### src/rtl/compare_sequencer.sv
// Two-press operand capture and comparator-flag sampling sequencer.
// The first capture-button press latches operand A, the second latches
// operand B. One settle cycle follows, then the comparator flags are
// sampled and the result is held in SHOW for HOLD_CYCLES cycles.
// Saturating per-outcome tallies count the results.
//
// state  | meaning
// -------+--------------------------------------------------------------
// IDLE   | waiting for the press that captures operand A
// WAIT_B | waiting for the press that captures operand B
// CMP    | one settle cycle for the external comparator
// SAMPLE | flags sampled; result/err/tally update on the exit edge
// SHOW   | result held for HOLD_CYCLES cycles; presses ignored
module compare_sequencer #(
  parameter int HOLD_CYCLES = 50000000
) (
  input  logic       clk,
  input  logic       rst_n,
  input  logic [3:0] sw,
  input  logic       btn,
  input  logic       clr,
  input  logic       gt_in,
  input  logic       lt_in,
  input  logic       eq_in,
  output logic [3:0] op_a,
  output logic [3:0] op_b,
  output logic [2:0] result,
  output logic       err,
  output logic       busy,
  output logic       done,
  output logic [3:0] tally_gt,
  output logic [3:0] tally_lt,
  output logic [3:0] tally_eq,
  output logic [2:0] state
);

  localparam int HW = $clog2(HOLD_CYCLES + 1);
  localparam logic [HW-1:0] HOLD_LOAD = HW'(HOLD_CYCLES);
  localparam logic [HW-1:0] HOLD_LAST = HW'(1);

  localparam logic [2:0] S_IDLE   = 3'd0;
  localparam logic [2:0] S_WAIT_B = 3'd1;
  localparam logic [2:0] S_CMP    = 3'd2;
  localparam logic [2:0] S_SAMPLE = 3'd3;
  localparam logic [2:0] S_SHOW   = 3'd4;

  logic [2:0]    r_state;
  logic [2:0]    w_state_nxt;
  logic          r_btn_q;
  logic          r_armed;
  logic [HW-1:0] r_hold;
  logic [3:0]    r_op_a;
  logic [3:0]    r_op_b;
  logic [2:0]    r_result;
  logic          r_err;
  logic          r_done;
  logic [3:0]    r_tally_gt;
  logic [3:0]    r_tally_lt;
  logic [3:0]    r_tally_eq;

  logic w_btn_rise;
  logic w_onehot;
  logic w_busy;
  logic w_cap_a;
  logic w_cap_b;
  logic w_sample;
  logic w_show;

  // r_armed stays low until btn has been seen low after reset, so a button
  // held through reset release cannot produce a spurious rising edge.
  assign w_btn_rise = btn & ~r_btn_q & r_armed;
  assign w_onehot   = ($countones({gt_in, lt_in, eq_in}) == 1);

  function automatic logic [3:0] sat_inc(input logic [3:0] v);
    return (v == 4'hF) ? v : v + 4'd1;
  endfunction

  // Button edge detection registers.
  always_ff @(posedge clk or negedge rst_n) begin
    if (!rst_n) begin
      r_btn_q <= 1'b0;
      r_armed <= 1'b0;
    end else begin
      r_btn_q <= btn;
      r_armed <= r_armed | ~btn;
    end
  end

  // FSM state register.
  always_ff @(posedge clk or negedge rst_n) begin
    if (!rst_n) r_state <= S_IDLE;
    else        r_state <= w_state_nxt;
  end

  // FSM next-state logic; unused encodings recover to IDLE.
  always_comb begin
    w_state_nxt = S_IDLE;
    case (r_state)
      S_IDLE:   w_state_nxt = w_btn_rise ? S_WAIT_B : S_IDLE;
      S_WAIT_B: w_state_nxt = w_btn_rise ? S_CMP : S_WAIT_B;
      S_CMP:    w_state_nxt = S_SAMPLE;
      S_SAMPLE: w_state_nxt = S_SHOW;
      S_SHOW:   w_state_nxt = (r_hold == HOLD_LAST) ? S_IDLE : S_SHOW;
      default:  w_state_nxt = S_IDLE;
    endcase
  end

  // FSM output decode.
  always_comb begin
    w_busy   = 1'b0;
    w_cap_a  = 1'b0;
    w_cap_b  = 1'b0;
    w_sample = 1'b0;
    w_show   = 1'b0;
    case (r_state)
      S_IDLE:   w_cap_a = w_btn_rise;
      S_WAIT_B: w_cap_b = w_btn_rise;
      S_CMP:    w_busy = 1'b1;
      S_SAMPLE: begin
        w_busy   = 1'b1;
        w_sample = 1'b1;
      end
      S_SHOW: begin
        w_busy = 1'b1;
        w_show = 1'b1;
      end
      default: w_busy = 1'b0;
    endcase
  end

  // SHOW hold timer: loaded on SHOW entry, terminal count at 1.
  always_ff @(posedge clk or negedge rst_n) begin
    if (!rst_n)                          r_hold <= '0;
    else if (w_sample)                   r_hold <= HOLD_LOAD;
    else if (w_show && (r_hold != '0))   r_hold <= r_hold - HOLD_LAST;
  end

  // Operand capture registers.
  always_ff @(posedge clk or negedge rst_n) begin
    if (!rst_n) begin
      r_op_a <= 4'd0;
      r_op_b <= 4'd0;
    end else begin
      if (w_cap_a) r_op_a <= sw;
      if (w_cap_b) r_op_b <= sw;
    end
  end

  // Result, error flag and completion pulse, updated on leaving SAMPLE.
  always_ff @(posedge clk or negedge rst_n) begin
    if (!rst_n) begin
      r_result <= 3'b000;
      r_err    <= 1'b0;
      r_done   <= 1'b0;
    end else begin
      r_done <= w_sample;
      if (w_sample) begin
        r_result <= w_onehot ? {eq_in, gt_in, lt_in} : 3'b000;
        r_err    <= ~w_onehot;
      end
    end
  end

  // Saturating tallies; clear wins over a coincident increment.
  always_ff @(posedge clk or negedge rst_n) begin
    if (!rst_n) begin
      r_tally_gt <= 4'd0;
      r_tally_lt <= 4'd0;
      r_tally_eq <= 4'd0;
    end else if (clr) begin
      r_tally_gt <= 4'd0;
      r_tally_lt <= 4'd0;
      r_tally_eq <= 4'd0;
    end else if (w_sample && w_onehot) begin
      if (gt_in) r_tally_gt <= sat_inc(r_tally_gt);
      if (lt_in) r_tally_lt <= sat_inc(r_tally_lt);
      if (eq_in) r_tally_eq <= sat_inc(r_tally_eq);
    end
  end

  assign op_a     = r_op_a;
  assign op_b     = r_op_b;
  assign result   = r_result;
  assign err      = r_err;
  assign busy     = w_busy;
  assign done     = r_done;
  assign tally_gt = r_tally_gt;
  assign tally_lt = r_tally_lt;
  assign tally_eq = r_tally_eq;
  assign state    = r_state;

endmodule

### config.mk
export PLATFORM = sky130hd
export DESIGN_NAME = compare_sequencer
export DESIGN_NICKNAME = d
export VERILOG_FILES = /design/src/rtl/compare_sequencer.sv
export SDC_FILE = /design/constraint.sdc
export NUM_CORES = 1
export LEC_CHECK = 0
export BUFFER_PORTS_ARGS = -buffer_cell sky130_fd_sc_hd__buf_4
export CORE_MARGIN = 1.5
export CORE_UTILIZATION = 45
export CTS_BUF_LIST = sky130_fd_sc_hd__clkbuf_16
export DETAILED_ROUTE_END_ITERATION = 10
export PLACE_DENSITY = 0.69
export SETUP_SLACK_MARGIN = 0.4
export SLEW_MARGIN = 30
export SYNTH_ARGS = -nofsm -noshare
export SYNTH_HDL_FRONTEND = slang
export SYNTH_SLANG_ARGS = --single-unit
export TNS_END_PERCENT = 20
### constraint.sdc
create_clock -name clk -period 3.07 [get_ports clk]
set_input_delay 0.307 -clock clk [delete_from_list [all_inputs] [get_ports clk]]
set_output_delay 0.307 -clock clk [all_outputs]
set_load 0.05 [all_outputs]
==> metrics.md <==
| Metric | Value |
|---|---|
| Critical path peak fanout | `12` |
| Mapped Area | `2740 sq um` |
| Die height | `81.1 um` |
| Full die area | `6570 sq um` |
| Leakage power | `1.36 nW` |
| Final Skew | `0.00403 ns` |
| Worst-path clk slew | `0.07 ns` |
| Number of H-tree levels | `2` |
| Clk buf depth | `2` |
| Synthesis warning total | `0` |
| Hold slack final | `0.0721 ns` |
| Net Sw Power | `0.00123 W` |
| Largest net degree at the start of global routing | `57` |
| IO Pins | `40` |
| Total of max-cap violations | `0` |
| Post-route DRC | `0` |
| Max VDD drop | `0.630 mV` |
| Worst setup SP type | `register` |
| Proportion of layout cells with a drive suffix above 1 | `0.219` |
| Mean Syn Cell Area | `10.7 sq um` |
| Post-CTS sizing | `0` |
| Main synth FF type | `dfrtp_1` |
| Clock root buffer | `clkbuf_16` |
| Synth Register Bits | `56` |
| N_diodes | `0` |
| PwrDens | `902 nW/um^2` |
| RSZ-0062 raised after global routing | `false` |
| Async set-or-reset flop fraction in the synthesized netlist | `1.00` |
| Die X | `81.1 um` |
| Distinct cells, synth | `49` |
| HPWL Detailed | `3.80 mm` |
| Sequential cell area fraction in the yosys report | `0.511` |
| Gr usage total | `0.185` |
| Routed vias | `2100` |
| Reg2reg start | `r_hold[10]$_DFFE_PN0P_` |
| Final period utilization | `0.743` |
| Synthesized instance count | `256` |
| Critical path type | `register to register` |
| Top cell type's share of synthesized area | `0.511` |
| Switch share | `0.420` |
| Worst path required time | `3.22 ns` |
| Peak Freq | `438 MHz` |
| CP Capture Type | `register` |
| CP arrival | `2.43 ns` |
| Worst path cell trace | `or4_1 -> or2_4 -> o31ai_2 -> or4_1 -> nand3_1` |
| Cell internal pwr | `0.00170 W` |
| Status | `finished, final reports clean` |
| # nets final | `314` |
| Cell taking the most area after synthesis | `dfrtp_1` |
| Tmin final | `2.28 ns` |
| CTS tree | `yes` |
| Mapped Nets | `273` |
| Sequential share of power | `0.416` |
| Setup violators final | `0` |
| DRT iter0 DRCs | `118` |
| Placer Congestion | `0.792` |
| Most common cell after layout, fill and taps aside | `dfrtp_1` |
| Worst slew margin | `0.528` |
| CTS sink cnt | `56` |
| Hold_buf cts | `0` |
| Final Hold Vio Count | `0` |
| Post-Route WL | `5.62 mm` |
| Core ar. | `5890 sq um` |
| Critical path origin | `r_hold[10]$_DFFE_PN0P_` |
| Row count | `28` |
| CP top delay family | `simple AND/OR/NAND/NOR gates` |
| Post-CTS Setup Bufs | `0` |
| Routed Antenna Nets | `0` |
| Comb power frac | `0.402` |
| Setup TNS | `0 ns` |
| EDFF count, synth | `0` |
| Number of global-route vias before repair | `1988` |
| Buf/Inv on CP | `0` |
| Initial core utilization | `0.466` |
| Critical-path top delay cell | `or4_1` |
| Remaining Overflow, GRT | `0` |
| Largest cells by area after synthesis | `dfrtp_1, xor2_1, nand3_1, mux2_2, or3_1` |
| Port Buffers | `39` |
| Worst path most repeated cell | `or4_1` |
| WL per Instance | `15.1 um` |
| Initial antenna violation count | `0` |
| DRT Pass-1 Iters | `4` |
| Synth-to-Final Area Change | `18.2%` |
| Global-route wire length before repair | `9.42 mm` |
| Total CTS buffers | `5` |
| Final Slew Violations | `0` |
| Clock latency on the worst-skew pair | `0.28 ns` |
| Hold Crit Class | `input port to asynchronous set/reset pin` |
| Vias/cell | `5.65` |
| Slowest stage delay, CP | `0.65 ns` |
| Worst Tran Pin Value | `0.708 ns` |
| Most frequent cells in the layout | `dfrtp_1, buf_4, nand3_1, nor2_1, nand2_1` |
| Clock network fraction of total power | `0.182` |
## flip-flops by register name, indices dropped and copies added, names as in the netlist
register,count
done,1
err,1
op_a,4
op_b,4
r_armed,1
r_btn_q,1
r_hold,26
result,3
state,3
tally_eq,4
tally_gt,4
tally_lt,4
## power groups by stage
stage                     combinational (W)  clock, W  sequential (W)
final                               0.00118  0.000533         0.00122
after global routing                0.00126  0.000568         0.00126
after CTS                           0.00118  0.000543         0.00122
after detailed placement            0.00118         0         0.00122
after global placement              0.00116         0         0.00121
after floorplan                    0.000524         0         0.00153
## per-layer routing
metal	vias up	track usage	wire length [um]
li1	1016	-	-
met1	1053	0.254	2760
met2	29	0.295	2650
met3	2	0.0360	174
met4	0	0.0569	41
met5	-	0	0
## worst paths after layout
check / slack (ns) / to / depth (start not counted)
min: 0.07 / tally_lt[0]$_DFFE_PN0P_ / 1
max in group asynchronous: 2.53 / r_hold[17]$_DFFE_PN0P_ / 1
max: 0.79 / r_hold[17]$_DFFE_PN0P_ / 5
min reg2reg: 0.47 / r_armed$_DFF_PN0_ / 1
min in group clk: 0.15 / r_btn_q$_DFF_PN0_ / 1
max reg2reg: 0.79 / r_hold[17]$_DFFE_PN0P_ / 5
## cell usage after synthesis (all sizes together), types with 3 or more instances
master	count
or3	12
inv	9
nand3	19
o21ai	12
nor4	5
or4	9
mux2i	5
clkbuf	4
nand4	4
nor2	19
buf	3
mux2	8
or2	3
o31ai	7
nand2	13
nor3	7
nor3b	3
xor2	12
ha	5
a22o	3
a21oi	10
o211ai	5
dfrtp	56
nand3b	3
## per-stage QoR
step	instance area [sq um]	utilization	std cells	setup WS (ns)	total power, W
finish	3240	0.550	372	0.789	0.00292
global route	3240	0.550	372	0.484	0.00308
CTS	3240	0.550	372	0.783	0.00294
detailed placement	3110	0.528	365	0.704	0.00240
global placement	3110	0.528	365	0.732	0.00237
floorplan	2740	-	256	0.736	0.00205
## layout make-up
cell class / instances / area [sq um]
inverter: 10 / 37.5
fill: 534 / 2650
tap: 75 / 93.8
clock buffer: 5 / 125
timing repair buffer: 41 / 308
sequential: 56 / 1400
multi-input combinational: 183 / 1270
clock inverter: 2 / 7.51
## logic make-up after synthesis
logic type,count (synthesis),synth area share
and+or+nand+nor,106,0.229
DFF,56,0.511
AOI/OAI and AO/OA,44,0.107
buffers and inverters,17,0.0269
xor gates and xnor gates,14,0.0447
muxes,13,0.0511
adders and majority gates,6,0.0301
Note: power is estimated with default switching activity, not from simulation.
